`src/rtl/config_chain_loader_if.sv`:
```
// Host-side stream for the configuration chain loader: word input with valid/ready
// and the readback word strobe coming back.
interface config_chain_loader_if #(
  parameter int WORD_W = 8
);
  logic [WORD_W-1:0] din;
  logic              din_valid;
  logic              din_ready;
  logic [WORD_W-1:0] rb_data;
  logic              rb_valid;

  modport master (
    output din, din_valid,
    input  din_ready, rb_data, rb_valid
  );

  modport slave (
    input  din, din_valid,
    output din_ready, rb_data, rb_valid
  );
endinterface

```
`src/rtl/config_chain_loader.sv`:
```
// Serialises host words MSB-first into a DFFSRQ configuration chain, stopping after CHAIN_LEN bits.
// Define CONFIG_CHAIN_READBACK_EN to return the previous chain contents from ccff_tail as words.
module config_chain_loader #(
  parameter int WORD_W    = 8,
  parameter int CHAIN_LEN = 1024,
  parameter int CNT_W     = $clog2(CHAIN_LEN + 1)
) (
  input  logic                 ck,
  input  logic                 rst,
  input  logic                 start,
  config_chain_loader_if.slave host,
  output logic                 ccff_head,
  output logic                 prog_ck,
  input  logic                 ccff_tail,
  output logic                 busy,
  output logic                 done
);
  // state    | meaning
  // IDLE     | after reset, waiting for start
  // LOAD     | din_ready high, waiting for a host word
  // SHIFT_LO | prog_ck low, ccff_head presents the current bit
  // SHIFT_HI | prog_ck high (chain captures), then advance counters
  // DONE     | CHAIN_LEN bits shifted, waiting for start

  localparam int BW = $clog2(WORD_W + 1);

  typedef enum logic [2:0] {
    ST_IDLE,
    ST_LOAD,
    ST_SHIFT_LO,
    ST_SHIFT_HI,
    ST_DONE
  } state_t;

  state_t            state, state_nxt;
  logic [CNT_W-1:0]  total, total_nxt;
  logic [BW-1:0]     biw, biw_nxt;
  logic [WORD_W-1:0] shreg, shreg_nxt;
  logic              head_nxt;

  always_ff @(posedge ck or negedge rst) begin
    if (!rst) begin
      state     <= ST_IDLE;
      total     <= '0;
      biw       <= '0;
      shreg     <= '0;
      ccff_head <= 1'b0;
      prog_ck   <= 1'b0;
    end else begin
      state     <= state_nxt;
      total     <= total_nxt;
      biw       <= biw_nxt;
      shreg     <= shreg_nxt;
      ccff_head <= head_nxt;
      prog_ck   <= (state_nxt == ST_SHIFT_HI);
    end
  end

  // ccff_head only changes on entry to SHIFT_LO, so it is steady across both prog_ck phases
  always_comb begin
    state_nxt = state;
    total_nxt = total;
    biw_nxt   = biw;
    shreg_nxt = shreg;
    head_nxt  = ccff_head;
    case (state)
      ST_IDLE, ST_DONE: begin
        if (start) begin
          total_nxt = '0;
          state_nxt = ST_LOAD;
        end
      end
      ST_LOAD: begin
        if (host.din_valid) begin
          shreg_nxt = host.din;
          biw_nxt   = '0;
          head_nxt  = host.din[WORD_W-1];
          state_nxt = ST_SHIFT_LO;
        end
      end
      ST_SHIFT_LO: begin
        state_nxt = ST_SHIFT_HI;
      end
      ST_SHIFT_HI: begin
        total_nxt = total + CNT_W'(1);
        biw_nxt   = biw + BW'(1);
        shreg_nxt = shreg << 1;
        if (total_nxt == CNT_W'(CHAIN_LEN)) begin
          state_nxt = ST_DONE;
        end else if (biw_nxt == BW'(WORD_W)) begin
          state_nxt = ST_LOAD;
        end else begin
          head_nxt  = shreg_nxt[WORD_W-1];
          state_nxt = ST_SHIFT_LO;
        end
      end
      default: state_nxt = ST_IDLE;
    endcase
  end

  assign host.din_ready = (state == ST_LOAD);
  assign busy = (state == ST_LOAD) || (state == ST_SHIFT_LO) || (state == ST_SHIFT_HI);
  assign done = (state == ST_DONE);

`ifdef CONFIG_CHAIN_READBACK_EN
  logic [WORD_W-1:0] rb_sh, rb_data_q;
  logic              rb_valid_q;
  logic [BW-1:0]     rb_pos;

  // readback words share the input word alignment; a short final word stays zero in its LSBs
  assign rb_pos = BW'(WORD_W - 1) - biw;

  always_ff @(posedge ck or negedge rst) begin
    if (!rst) begin
      rb_sh      <= '0;
      rb_data_q  <= '0;
      rb_valid_q <= 1'b0;
    end else begin
      rb_valid_q <= 1'b0;
      if (state == ST_LOAD && host.din_valid) begin
        rb_sh <= '0;
      end else if (state == ST_SHIFT_LO) begin
        rb_sh <= rb_sh | (WORD_W'(ccff_tail) << rb_pos);
      end
      if (state == ST_SHIFT_HI &&
          (total_nxt == CNT_W'(CHAIN_LEN) || biw_nxt == BW'(WORD_W))) begin
        rb_data_q  <= rb_sh;
        rb_valid_q <= 1'b1;
      end
    end
  end

  assign host.rb_data  = rb_data_q;
  assign host.rb_valid = rb_valid_q;
`else
  logic unused_tail;

  assign unused_tail   = ccff_tail;
  assign host.rb_data  = '0;
  assign host.rb_valid = 1'b0;
`endif
endmodule

```
`src/flat_wrapper.sv`:
```
// flat-port wrapper written by rule: the top's interface ports become plain ports
module config_chain_loader_flat 
#(
  parameter int WORD_W    = 8,
  parameter int CHAIN_LEN = 1024,
  parameter int CNT_W     = $clog2(CHAIN_LEN + 1)
)
  (ck, rst, start, ccff_head, prog_ck, ccff_tail, busy, done, host_din, host_din_valid, host_din_ready, host_rb_data, host_rb_valid);
  config_chain_loader_if #(.WORD_W(WORD_W)) host_i ();
  input  logic ck;
  input  logic rst;
  input  logic start;
  output logic ccff_head;
  output logic prog_ck;
  input  logic ccff_tail;
  output logic busy;
  output logic done;
  input wire logic [$bits(host_i.din)-1:0] host_din;
  input wire logic [$bits(host_i.din_valid)-1:0] host_din_valid;
  output wire logic [$bits(host_i.din_ready)-1:0] host_din_ready;
  output wire logic [$bits(host_i.rb_data)-1:0] host_rb_data;
  output wire logic [$bits(host_i.rb_valid)-1:0] host_rb_valid;
  assign host_i.din = host_din;
  assign host_i.din_valid = host_din_valid;
  assign host_din_ready = host_i.din_ready;
  assign host_rb_data = host_i.rb_data;
  assign host_rb_valid = host_i.rb_valid;
  config_chain_loader #(.WORD_W(WORD_W), .CHAIN_LEN(CHAIN_LEN), .CNT_W(CNT_W)) u_core (.ck(ck), .rst(rst), .start(start), .host(host_i), .ccff_head(ccff_head), .prog_ck(prog_ck), .ccff_tail(ccff_tail), .busy(busy), .done(done));
endmodule
```
`config.mk`:
```
export PLATFORM = sky130hd
export DESIGN_NAME = config_chain_loader_flat
export DESIGN_NICKNAME = d
export VERILOG_FILES = /design/src/rtl/config_chain_loader_if.sv /design/src/rtl/config_chain_loader.sv /design/src/flat_wrapper.sv
export SDC_FILE = /design/constraint.sdc
export NUM_CORES = 1
export LEC_CHECK = 0
export ABC_CLOCK_PERIOD_IN_PS = 2100
export CAP_MARGIN = 20
export CORE_ASPECT_RATIO = 0.75
export CORE_MARGIN = 1
export CORE_UTILIZATION = 45
export DETAILED_ROUTE_END_ITERATION = 10
export PLACE_DENSITY = 0.7
export RECOVER_POWER = 25
export SLEW_MARGIN = 20
export SYNTH_ARGS = -nofsm -noshare
export SYNTH_HDL_FRONTEND = slang
export SYNTH_SLANG_ARGS = --single-unit
```
`constraint.sdc`:
```
create_clock -name ck -period 2.1 [get_ports ck]
set_clock_uncertainty 0.15 [all_clocks]
set_input_delay 0.42 -clock ck [delete_from_list [all_inputs] [get_ports ck]]
set_output_delay 0.42 -clock ck [all_outputs]
set_load 0.02 [all_outputs]
```
==> results of run 1 <==
==> routing by layer <==
metal / wire length [µm] / vias up / global-route usage [%]
met5: 0 / - / 0
met4: 13 / 0 / 5.208
met3: 140 / 2 / 5.263
met2: 1521 / 36 / 38.24
met1: 1460 / 639 / 25.43
li1: - / 639 / -
==> synthesized netlist by cell type (2+ instances only) <==
library cell	number	area, µm²
inv_1	3	11.26
buf_4	9	67.56
and2_1	4	25.02
nor3_1	2	10.01
nand3_1	6	30.03
nand2_1	30	112.6
o31ai_1	2	15.01
a22o_1	2	17.52
a21oi_1	8	40.04
nor2_1	20	75.07
nand4_1	4	25.02
clkbuf_1	5	18.77
a31oi_1	9	56.30
o21ai_0	23	115.1
dfrtp_1	27	675.7
xnor2_1	2	17.52
ha_1	2	25.02
==> critical path, delay by kind of cell, from the launching register on <==
family	cells	cell delay [ns]
flops	1	0.46
compound gates	4	0.74
simple gates	1	0.53
==> kinds of logic (layout without fill, tap and decap cells) <==
group | count (synthesis) | in the layout | synth area share, %
AO/OA/AOI/OAI | 51 | 51 | 20.60
XOR/XNOR | 2 | 2 | 1.192
adder cells (fa/ha/maj) | 2 | 2 | 1.702
buffers and inverters | 18 | 32 | 6.978
flip-flops | 27 | 27 | 45.96
other | 1 | 9 | 0.2551
AND/OR/NAND/NOR | 74 | 74 | 23.32
==> metrics by stage <==
stage | power (W) | std cells | hold WS [ns]
after global placement | 0.001695 | 231 | 0.3386
final | 0.002009 | 235 | 0.3834
after CTS | 0.002025 | 235 | 0.3729
after floorplan | 0.001418 | 183 | -0.02559
after global routing | 0.002197 | 235 | 0.3988
after detailed placement | 0.001742 | 231 | 0.3682
==> path summary, 6_finish.rpt <==
path / startpoint / cells after the start / to / slack, ns
min in group asynchronous: rst / 2 / u_core.shreg[2]$_DFFE_PN0P_ / 0.55
worst max register to register: u_core.total[3]$_DFFE_PN0P_ / 5 / u_core.ccff_head$_DFFE_PN0P_ / 0.14
worst max-delay path: u_core.total[3]$_DFFE_PN0P_ / 5 / u_core.ccff_head$_DFFE_PN0P_ / 0.14
worst min-delay path: u_core.biw[3]$_DFFE_PN0P_ / 1 / u_core.biw[3]$_DFFE_PN0P_ / 0.38
max in group asynchronous: rst / 2 / u_core.total[1]$_DFFE_PN0P_ / 0.77
worst min register to register: u_core.biw[3]$_DFFE_PN0P_ / 1 / u_core.biw[3]$_DFFE_PN0P_ / 0.38
==> sequential cells by signal (all words and copies together) (netlist names) <==
signal	cells
u_core.total	11
u_core.state	3
u_core.shreg	7
u_core.prog_ck	1
u_core.ccff_head	1
u_core.biw	4
==> final cells by class <==
class	instances	area, µm²	share of cell area (%)
clock buffers	4	45.04	2.590
repair buffers	25	221.5	12.73
inverters	3	11.26	0.6475
well taps	38	47.55	2.734
multi-input cells	138	735.7	42.30
flip-flops and latches	27	678.2	38.99
==> power groups by stage <==
stage | clock network (W) | logic [W] | registers (W)
after floorplan | 0 | 0.000595 | 0.000823
after global placement | 0 | 0.000880 | 0.000815
after detailed placement | 0 | 0.000914 | 0.000828
after CTS | 0.000303 | 0.000903 | 0.000819
after global routing | 0.000328 | 0.00102 | 0.000848
final | 0.000295 | 0.000894 | 0.000820
==> cell usage in the layout, fill, tap and decap left out, types with 2 or more instances in the layout <==
cell type,count
buf_4,8
inv_1,3
a31oi_1,9
o21ai_0,23
a21oi_1,8
clkdlybuf4s50_1,12
dfrtp_2,2
nand2_1,30
dlygate4sd2_1,3
xnor2_1,2
clkbuf_8,3
dfrtp_1,25
o31ai_1,2
nor2_1,20
a22o_1,2
nor3_1,2
nand4_1,4
nand3_1,6
conb_1,9
and2_1,4
==> timing repair <==
item,in CTS,in global routing
pin swaps,0,1
setup endpoints to repair,3,4
resized for setup,3,5
endpoints found under the hold margin,0,0
==> impl_metrics.csv, run 1 <==
group,metric,value,unit
status,status,"finished clean",
clock_tree,clk_latency,0.27,ns
logic_synthesis,synth_cell_type_count,34,
sta,finalCriticalPeriod,1.962,ns
setup_path,path_max_fanout,8,
logic_synthesis,syn_area,1470,µm²
power,ir_worst_vdd,0.5746,mV
logic_synthesis,async_flop_share,100.0,%
min_path,hp-class,"flip-flop to flip-flop",
drt,drt_first_iter_violations,64,
place,dpl.hpwl,2272,µm
drt,route.detailed.drc,0,
logic_synthesis,yosysWarnings,0,
grt,grt_max_degree,28,
setup_path,cpMaxStageDelayCell,"or4_1",
power,powerDensity,1155,nW/µm²
sta,period_share,93.43,%
drt,vias,1316,
grt,grt_pass1_wl,5513,µm
setup_path,cp.arrival,2.01,ns
drt,wl_per_cell,13.34,µm
place,placed_area,1684,µm²
place,gp_congestion,0.7909,
clock_tree,root_buffer,"clkbuf_8",
grt,antenna_found_initial,0,
power,p_leak,0.7497,nW
clock_tree,h-tree-depth,1,
sta,drv_slew,0,
power,power_switching,0.0008164,W
grt,grt_pass1_vias,1284,
die,dieWidth,68,µm
grt,grt.overflow.total,0,
clock_tree,clkTransAtPathRegs,0.09,ns
power,comb_power_share,44.5,%
layout,num-fill-cells,260,
power,p_int,0.001193,W
drt,wl,3135,µm
logic_synthesis,ys_ff_latch,27,
layout,final_util,57.58,%
setup_path,cp-end-kind,"flip-flop",
clock_tree,cts_inserted_buffers,3,
logic_synthesis,avgSynthCellArea,8.401,µm²
sta,timing.fmax,0.5097,GHz
setup_path,slowest_delay,0.53,ns
clock_tree,clockBufferDepth,2,
flow_run,cap_viol_max_count,0,
sta,setup_viol,0,
sta,max_slew.worst_pin.slew,0.7519,ns
clock_tree,cts_setup_buffers,0,
logic_synthesis,synth-main-ff-cell,"dfrtp_1",
layout,fin_nets,213,
power,power_frac_seq,40.8,%
place,dpl_worst_slack,0.04096,ns
power,swShare,40.63,%
layout,design_area,1739,µm²
sta,final_hold_viol_count,0,
die,pin_count,27,
drt,vias_per_cell,5.600,
die,dieArea,3502,µm²
sta,rsz0062_at_grt,"false",
setup_path,start_kind,"flip-flop",
drt,dr.pass1.iters,4,
die,core,3020,µm²
clock_tree,clock_sinks,27,
layout,n_antenna_cell,0,
die,start_util,48.67,%
sta,fin_setup_tns,0,ns
layout,area_growth,18.30,%
setup_path,path_class,"flip-flop to flip-flop",
setup_path,crit_path_cell_trace,"or4_1 > o31ai_1 > o21ai_1 > a211o_1 > o211ai_2",
layout,drive_gt1_share,10.15,%
sta,setup_ws,0.1380,ns
grt,grt_usage,21.36,%
logic_synthesis,synth_edf_count,0,
power,clkPwrFrac,14.7,%
logic_synthesis,ys_seq_area_share,45.96,%
die,die_h,51.50,µm
die,rows,17,
clock_tree,cts_tree,"built",
logic_synthesis,synthCells,175,
setup_path,worst_ep_required_time,2.15,ns
sta,max_slew_margin,49.88,%
drt,final_antenna_net_count,0,
place,io_buffers,16,
clock_tree,hold_buffers,0,
(Power assumes the default switching activity.)
==> run 2, diff against run 1 <==
==> constraint.sdc (replaced) <==
create_clock -name ck -period 2.1 [get_ports ck]
set_clock_uncertainty 0.15 [all_clocks]
set_input_delay 0.42 -clock ck [delete_from_list [all_inputs] [get_ports ck]]
set_output_delay 0.42 -clock ck [all_outputs]
set_load 0.01 [all_outputs]
==> run 2 against run 1 <==
  * Non-clock buffer count down 3
  * Worst hold slack worse by 0.012 ns
  * Critical path depth down 2
  * Register-to-register slack barely moved
  * Critical endpoint is now busy
  * Highest routed layer unchanged
==> impl_metrics.csv, run 2 (synthesized netlist as in run 1, its figures left out) <==
group,metric,value,unit
place,place_inst,228,
power,power.total,0.001939,W
clock_tree,clkTransAtPathRegs,0.09,ns
min_path,whs_endpoint,"u_core.biw[3]$_DFFE_PN0P_",
min_path,holdCritStartpoint,"u_core.biw[3]$_DFFE_PN0P_",
setup_path,r2r_start,"u_core.total[1]$_DFFE_PN0P_",
layout,mostFrequentLayoutCells,"nand2_1 (30), dfrtp_1 (26), o21ai_0 (23)",
sta,fin_setup_tns,0,ns
die,core,3020,µm²
die,start_util,48.67,%
die,dieArea,3502,µm²
grt,grt_pass1_wl,5264,µm
min_path,min_path_cells,1,
setup_path,cp.arrival,1.42,ns
layout,reg.largest.list,"u_core.total: 11 flops, u_core.shreg: 7 flops, u_core.biw: 4 flops",
die,pin_count,27,
place,gp_congestion,0.8112,
drt,wl_per_cell,12.76,µm
setup_path,start_kind,"flip-flop",
sta,final_hold_viol_count,0,
setup_path,path_class,"flip-flop to output pin",
layout,final_cells,232,
drt,vias_per_cell,5.560,
place,dpl.hpwl,2122,µm
layout,layout_commonest_cell,"nand2_1",
drt,vias,1290,
sta,rsz0062_at_grt,"false",
power,ir_worst_vdd,0.6465,mV
drt,dr.pass1.iters,4,
layout,drive_gt1_share,8.247,%
min_path,hp-class,"flip-flop to flip-flop",
layout,fin_nets,210,
drt,wl,2960,µm
layout,n_antenna_cell,0,
grt,grt_usage,20.08,%
status,status,"finished clean",
drt,final_antenna_net_count,0,
flow_run,cap_viol_max_count,0,
layout,largest-register,"u_core.total",
sta,finalCriticalPeriod,1.988,ns
clock_tree,hold_buffers,0,
setup_path,path_max_fanout,6,
setup_path,worst_ep_required_time,1.53,ns
clock_tree,cts_setup_buffers,0,
drt,drt_first_iter_violations,63,
setup_path,timing.rr.end,"u_core.state[1]$_DFF_PN0_",
sta,timing.fmax,0.5029,GHz
die,die_h,51.50,µm
die,rows,17,
clock_tree,root_buffer,"clkbuf_8",
sta,period_share,94.69,%
clock_tree,clockBufferDepth,2,
setup_path,r2r_setup_slack,0.13,ns
setup_path,worstRegToRegCells,6,
sta,setup_viol,0,
layout,largest_reg_flops,11,
grt,grt.overflow.total,0,
sta,drv_slew,0,
clock_tree,h-tree-depth,1,
grt,antenna_found_initial,0,
clock_tree,cts_inserted_buffers,3,
grt,grt_pass1_vias,1234,
clock_tree,cts_tree,"built",
die,dieWidth,68,µm
sta,max_slew.worst_pin.slew,0.8377,ns
power,powerDensity,1134,nW/µm²
layout,area_growth,16.34,%
setup_path,cp-end-kind,"output pin",
power,p_leak,0.7396,nW
clock_tree,clock_sinks,27,
sta,max_slew_margin,44.15,%
drt,route.detailed.drc,0,
place,io_buffers,16,
clock_tree,clk_latency,0.27,ns
grt,grt_max_degree,28,
-- run 2: cell type report --
cell class	count	area, µm²
Timing Repair Buffer	22	200.2
Multi-Input combinational cell	138	729.5
Clock buffer	4	45.04
Sequential cell	27	676.9
Inverter	3	11.26
Fill cell	276	1310
Tap cell	38	47.55
-- run 2: through the flow --
step           worst slack [ns]  util, %  area (µm²)  hold slack [ns]
2_1_floorplan            0.2370        -        1500         -0.02559
3_3_place_gp            0.08020    55.01        1662           0.3432
3_5_place_dp           0.004498    55.01        1662           0.3667
4_1_cts                  0.1057    56.71        1713           0.3813
5_1_grt                 0.02371    56.63        1710           0.4080
6_report                 0.1115    56.63        1710           0.3711
-- run 2: how the worst max path moves through the flow --
| stage | startpoint | end | slack (ns) |
|---|---|---|---|
| after floorplan | u_core.total[0]$_DFFE_PN0P_ | u_core.state[0]$_DFF_PN0_ | 0.24 |
| after global routing | u_core.total[1]$_DFFE_PN0P_ | u_core.state[1]$_DFF_PN0_ | 0.02 |
| after CTS | u_core.state[1]$_DFF_PN0_ | busy | 0.11 |
| after detailed placement | start | u_core.total[3]$_DFFE_PN0P_ | 0.004 |
| after global placement | start | u_core.total[3]$_DFFE_PN0P_ | 0.08 |
| final | u_core.state[1]$_DFF_PN0_ | busy | 0.11 |
-- run 2: worst max-delay path, stage by stage (launching register included) --
cell	delay, ns
dfrtp_2	0.45
nor2_2	0.17
nor2_1	0.06
clkdlybuf4s50_1	0.47
-- run 2: layer usage --
| metal | wire length, µm | vias up | share of wire [%] | GRT usage [%] |
|---|---|---|---|---|
| li1 | - | 632 | - | - |
| met5 | 0 | - | 0 | 0 |
| met1 | 1356 | 622 | 46 | 24.40 |
| met3 | 143 | 2 | 4.8 | 5.263 |
| met2 | 1447 | 34 | 49 | 35.13 |
| met4 | 13 | 0 | 0.44 | 4.861 |
-- run 2: power by group --
group / leakage (nW) / total [W] / switching [W] / internal, W
sequential: 0.347 / 0.000820 / 0.000133 / 0.000687
combinational: 0.370 / 0.000830 / 0.000480 / 0.000350
clock: 0.0228 / 0.000289 / 0.000154 / 0.000136
-- run 2: what timing repair did --
action                                  in CTS  in global routing
endpoints found under the setup margin       2                  0
gates resized for setup                      5                  0
hold endpoints to repair                     0                  0
==> run 3, diff against run 2 <==
--- a/config.mk
+++ b/config.mk
@@ -9,9 +9,10 @@
 export CAP_MARGIN = 20
 export CORE_ASPECT_RATIO = 0.75
 export CORE_MARGIN = 1
-export CORE_UTILIZATION = 45
+export CORE_UTILIZATION = 30
 export DETAILED_ROUTE_END_ITERATION = 10
-export PLACE_DENSITY = 0.7
+export MAX_ROUTING_LAYER = met4
+export PLACE_DENSITY = 0.51
 export RECOVER_POWER = 25
 export SLEW_MARGIN = 20
 export SYNTH_ARGS = -nofsm -noshare
==> run 3 against run 2 <==
  * Combinational power up 6.6%
  * Wire length up 8.2%
  * Sequential share of layout area down 1.3 points
  * Largest cell class unchanged
  * Highest routed layer unchanged
  * First-iteration DRC count down 17%
  * Worst setup slack better by 0.025 ns
  * Cell area up 3.4%
==> impl_metrics.csv, run 3 (synthesized netlist as in run 1, its figures left out) <==
group,metric,value,unit
layout,design_area,1769,µm²
grt,grt_pass1_wl,5623,µm
drt,wl,3202,µm
sta,max_slew_margin,43.43,%
clock_tree,cts_inserted_buffers,3,
grt,antenna_found_initial,0,
setup_path,cpMaxStageDelayCell,"or4_1",
status,status,"finished clean",
layout,num-fill-cells,468,
clock_tree,clock_sinks,27,
clock_tree,clkTransAtPathRegs,0.09,ns
power,powerDensity,1132,nW/µm²
layout,n_antenna_cell,0,
drt,vias_per_cell,4.984,
layout,largest_reg_flops,11,
sta,finalCriticalPeriod,1.964,ns
drt,wl_per_cell,12.56,µm
setup_path,cp_top_family,"compound AO/OA/AOI/OAI gates",
grt,grt.overflow.total,0,
layout,reg.largest.list,"u_core.total: 11 flops, u_core.shreg: 7 flops, u_core.biw: 4 flops",
place,io_buffers,16,
layout,layout_commonest_cell,"nand2_1",
layout,mostFrequentLayoutCells,"nand2_1 (30), dfrtp_1 (26), o21ai_0 (23)",
die,rows,21,
grt,grt_usage,13.87,%
power,p_leak,0.7602,nW
die,die_h,62.63,µm
grt,grt_pass1_vias,1213,
clock_tree,clk_latency,0.27,ns
die,core,4572,µm²
layout,area_growth,20.34,%
sta,timing.fmax,0.5092,GHz
flow_run,cap_viol_max_count,0,
setup_path,slowest_delay,0.56,ns
clock_tree,cts_tree,"built",
drt,dr.pass1.iters,4,
setup_path,cp-end-kind,"flip-flop",
place,dpl.hpwl,2257,µm
setup_path,cp.arrival,2.02,ns
sta,fin_setup_tns,0,ns
clock_tree,h-tree-depth,1,
sta,drv_slew,0,
drt,vias,1271,
clock_tree,root_buffer,"clkbuf_8",
power,ir_worst_vdd,0.5149,mV
sta,rsz0062_at_grt,"false",
die,dieWidth,82.84,µm
drt,route.detailed.drc,0,
drt,final_antenna_net_count,0,
sta,period_share,93.52,%
place,place_inst,250,
sta,final_hold_viol_count,0,
setup_path,path_max_fanout,8,
clock_tree,hold_buffers,0,
place,dpl_worst_slack,0.02830,ns
layout,drive_gt1_share,10.10,%
setup_path,path_class,"flip-flop to flip-flop",
layout,fin_nets,214,
sta,max_slew.worst_pin.slew,0.8485,ns
layout,final_cells,255,
drt,drt_first_iter_violations,52,
sta,setup_viol,0,
sta,setup_ws,0.1361,ns
die,pin_count,27,
layout,largest-register,"u_core.total",
setup_path,start_kind,"flip-flop",
setup_path,crit_buf_inv,0,
grt,grt_max_degree,28,
clock_tree,clockBufferDepth,2,
setup_path,crit_path_cell_trace,"or4_1 > o31ai_1 > o21ai_1 > a211o_1 > o211ai_2",
power,power.total,0.002003,W
place,gp_congestion,0.7623,
die,dieArea,5188,µm²
die,start_util,32.16,%
min_path,hp-class,"flip-flop to flip-flop",
setup_path,worst_ep_required_time,2.15,ns
place,placed_area,1708,µm²
==> run 3: layout make-up <==
cell class	instances	area, µm²	area share, %
clock buffers	3	41.29	2.334
clock inverters	1	5.005	0.2829
inverters	3	11.26	0.6365
multi-input cells	138	734.5	41.51
flip-flops and latches	27	676.9	38.26
well taps	57	71.32	4.031
repair buffers	26	229.0	12.94
==> run 3: what timing repair did <==
item / in CTS / in global routing
setup buffers: 1 / 0
pin swaps: 0 / 0
endpoints found under the setup margin: 3 / 3
resized for setup: 5 / 1
endpoints found under the hold margin: 0 / 0
==> run 3: path summary, 6_finish.rpt <==
kind                                             startpoint                           end  slack [ns]  cells past startpoint
worst max-delay path            u_core.total[3]$_DFFE_PN0P_  u_core.ccff_head$_DFFE_PN0P_        0.14                      5
worst min-delay path              u_core.biw[3]$_DFFE_PN0P_     u_core.biw[3]$_DFFE_PN0P_        0.38                      1
worst max register to register  u_core.total[3]$_DFFE_PN0P_  u_core.ccff_head$_DFFE_PN0P_        0.14                      5
worst min register to register    u_core.biw[3]$_DFFE_PN0P_     u_core.biw[3]$_DFFE_PN0P_        0.38                      1
max in group asynchronous                               rst     u_core.state[2]$_DFF_PN0_        0.75                      2
min in group asynchronous                               rst      u_core.prog_ck$_DFF_PN0_        0.57                      2
==> run 3: power breakdown <==
group	switching (W)	leakage [nW]	internal [W]
Combinational	0.000502	0.388	0.000383
Sequential	0.000136	0.346	0.000685
Clock	0.000164	0.0255	0.000133
Total	0.000802	0.760	0.00120
==> run 3: metrics by stage <==
| step | hold slack, ns | utilization, % |
|---|---|---|
| final | 0.3773 | 38.70 |
| after global routing | 0.4112 | 38.70 |
| after CTS | 0.3675 | 38.59 |
| after detailed placement | 0.3557 | 37.36 |
| after global placement | 0.3435 | 37.36 |
| after floorplan | -0.02559 | - |
==> run 3: worst register-to-register path, stage by stage, from the launching register on <==
cell	delay (ns)
dfrtp_1	0.46
or4_1	0.56
o31ai_1	0.20
o21ai_1	0.16
a211o_1	0.30
o211ai_2	0.07
==> run 3: per-layer routing <==
| metal | up-vias | track usage, % | share of wire (%) | routed length (µm) |
|---|---|---|---|---|
| li1 | 643 | - | - | - |
| met5 | - | - | 0 | 0 |
| met4 | 0 | 5.172 | 0.53 | 17 |
| met2 | 36 | 19.77 | 42 | 1336 |
| met3 | 2 | 4.227 | 5.3 | 170 |
| met1 | 590 | 18.51 | 52 | 1679 |
==> variant, RTL diff (config.mk and constraints of run 1) <==
Re-encode `state_t` (5 states) as one-hot, 5 bits wide.
--- a/src/rtl/config_chain_loader.sv
+++ b/src/rtl/config_chain_loader.sv
@@ -25,10 +25,10 @@
   localparam int BW = $clog2(WORD_W + 1);
 
-  typedef enum logic [2:0] {
-    ST_IDLE,
-    ST_LOAD,
-    ST_SHIFT_LO,
-    ST_SHIFT_HI,
-    ST_DONE
+  typedef enum logic [4:0] {
+    ST_IDLE     = 5'b00001,
+    ST_LOAD     = 5'b00010,
+    ST_SHIFT_LO = 5'b00100,
+    ST_SHIFT_HI = 5'b01000,
+    ST_DONE     = 5'b10000
   } state_t;
 
Behaviour: no difference found for any inputs over 10 cycles, from zero or initial values and one cycle with rst low; not proved beyond that.
==> variant against run 1 <==
Worst setup slack worse by 0.14 ns. Synthesized area is 11% higher. Critical endpoint unchanged. Largest power group is now registers. Final cell count is 9.8% higher. Count of clock-buffer cells in the layout is 1 higher. Clock power is 130% higher. Via count is 9.5% higher. Power is 2.4% lower. The run now ends with negative setup slack left. Wire length is 16% higher. Sequential cell count is 2 higher. Non-clock buffer count is 11 higher. Final area is 18% higher.
==> variant: results (changes against run 1) <==
Run status
  – Status: finished with violations
  – Failing checks: negative setup slack

Worst setup path
  – Largest stage delay on the critical path: 0.48 ns (-0.05 ns)
  – Max stage delay cell, worst path: a2111o_1
  – FF-to-FF Start: u_core.total[1]$_DFFE_PN0P_
  – Worst-path maximum fanout: 3 (-5)
  – Worst EP arrival: 2.16 ns (+0.15 ns)
  – CP delay by family, top: simple AND/OR/NAND/NOR gates

Routing
  – Pre-antenna DRT Iters: 4 (unchanged)
  – Via/cell ratio: 5.59 (-0.26%)
  – Wire per inst: 14.1 µm (+5.9%)
  – Initial DRC Count: 56 (-13%)

Power and ir drop
  – Max IR drop VDD: 602 µV (+4.8%)
  – Pleak: 0.000945 µW (+26%)
  – Switch share: 0.302 (-0.105)

STA
  – Final setup fails: 1 (+1)
  – Slew margin rel.: 0.513 (+0.0143)
  – Worst setup margin: -0.00546 ns (-0.143 ns)

Yosys
  – Adder-cell share of the synthesized area: 0.0230 (+0.00602)
  – Synth Area in Compound Gates: 0.168 (-0.0378)
  – Post-Synth XOR/XNOR Area: 0.0376 (+0.0257)
  – Top post-synthesis cells by area: dfrtp_1 (43%), o21ai_0 (8.6%), nand2_1 (4.4%)
  – Commonest cells post-synth: dfrtp_1 (28), o21ai_0 (28), nand2_1 (19), nor2_1 (19), buf_4 (9)
  – Mux contribution to synthesized area: 0.0430 (+0.0430)

Global route
  – Pin count of the biggest net entering global routing: 30 (+7.1%)
  – Gr usage total: 0.207 (-0.00694)
  – First-pass GRT wire length: 5950 µm (+7.9%)

Place
  – Final Wtd Congestion: 0.842 (+6.5%)
  – DP Area: 0.00187 mm² (+11%)
  – Pre-CTS WS: 0.0112 ns (-0.0298 ns)
  – DP HPWL: 2520 µm (+11%)

Finish
  – Largest registers: u_core.total: 11 flops, u_core.shreg: 7 flops, u_core.state: 5 flops
  – Nets: 233 (+9.4%)

Clock tree
  – Clock transition at path regs: 0.07 ns (-0.02 ns)
  – Cts bufs inserted: 5 (+2)

Worst hold path
  – Worst Hold Class: flop to flop
-- variant: what timing repair did --
action | 4_1_cts | 5_1_grt
endpoints found under the setup margin | 3 | 7
resized for setup | 4 | 14
setup buffers | 0 | 6
endpoints found under the hold margin | 0 | 0
pin swaps | 0 | 3
-- variant: kinds of logic (layout without fill, tap and decap cells) --
kind of cell	after synthesis	after routing
AND/OR/NAND/NOR	69	69
AO/OA/AOI/OAI	47	47
flip-flops	29	29
buffers and inverters	20	47
XOR/XNOR	7	7
multiplexers	7	7
adder cells (fa/ha/maj)	3	3
other	1	9
-- variant: worst min path at each step --
stage	start	to	slack, ns	cells past startpoint
after floorplan	rst	u_core.biw[0]$_DFFE_PN0P_	-0.03	0
after global placement	u_core.shreg[4]$_DFFE_PN0P_	u_core.shreg[4]$_DFFE_PN0P_	0.31	2
after detailed placement	u_core.shreg[4]$_DFFE_PN0P_	u_core.shreg[4]$_DFFE_PN0P_	0.33	2
after CTS	u_core.shreg[4]$_DFFE_PN0P_	u_core.shreg[4]$_DFFE_PN0P_	0.34	2
after global routing	u_core.total[10]$_DFFE_PN0P_	u_core.total[10]$_DFFE_PN0P_	0.37	1
final	u_core.shreg[4]$_DFFE_PN0P_	u_core.shreg[4]$_DFFE_PN0P_	0.34	2
-- variant: final cells by class --
cell class,count,share of cell area
timing repair buffer,36,0.145
sequential,29,0.354
multi-input combinational,142,0.407
tap,40,0.0243
clock buffer,5,0.0334
inverter,3,0.00547
clock inverter,3,0.0316
-- variant: power by group through the flow --
| stage | combinational, µW | clock (µW) | sequential, µW |
|---|---|---|---|
| 3_5_place_dp | 461 | 0 | 812 |
| 3_3_place_gp | 437 | 0 | 798 |
| 4_1_cts | 460 | 698 | 805 |
| 6_report | 463 | 688 | 809 |
| 2_1_floorplan | 308 | 0 | 788 |
| 5_1_grt | 525 | 720 | 829 |
-- variant: through the flow --
stage           TNS, ns  power, µW   util  instances
2_1_floorplan         0       1100      -        191
3_3_place_gp          0       1230  0.554        244
3_5_place_dp          0       1270  0.554        244
4_1_cts               0       1960  0.593        252
5_1_grt          -0.220       2070  0.610        258
6_report       -0.00546       1960  0.610        258
-- variant: worst min-delay path, cell delays in order (launching register included) --
cell and delay, ns:
dfrtp_1 0.35, nand2_1 0.05, o21ai_0 0.06
-- variant: metal layers --
layer  part of all wire  routed length [µm]  global-route usage
met1               0.46                1670               0.259
met2               0.49                1780               0.357
met3              0.044                 161              0.0524
met4             0.0099                  36              0.0686
met5                  0                   0                   0
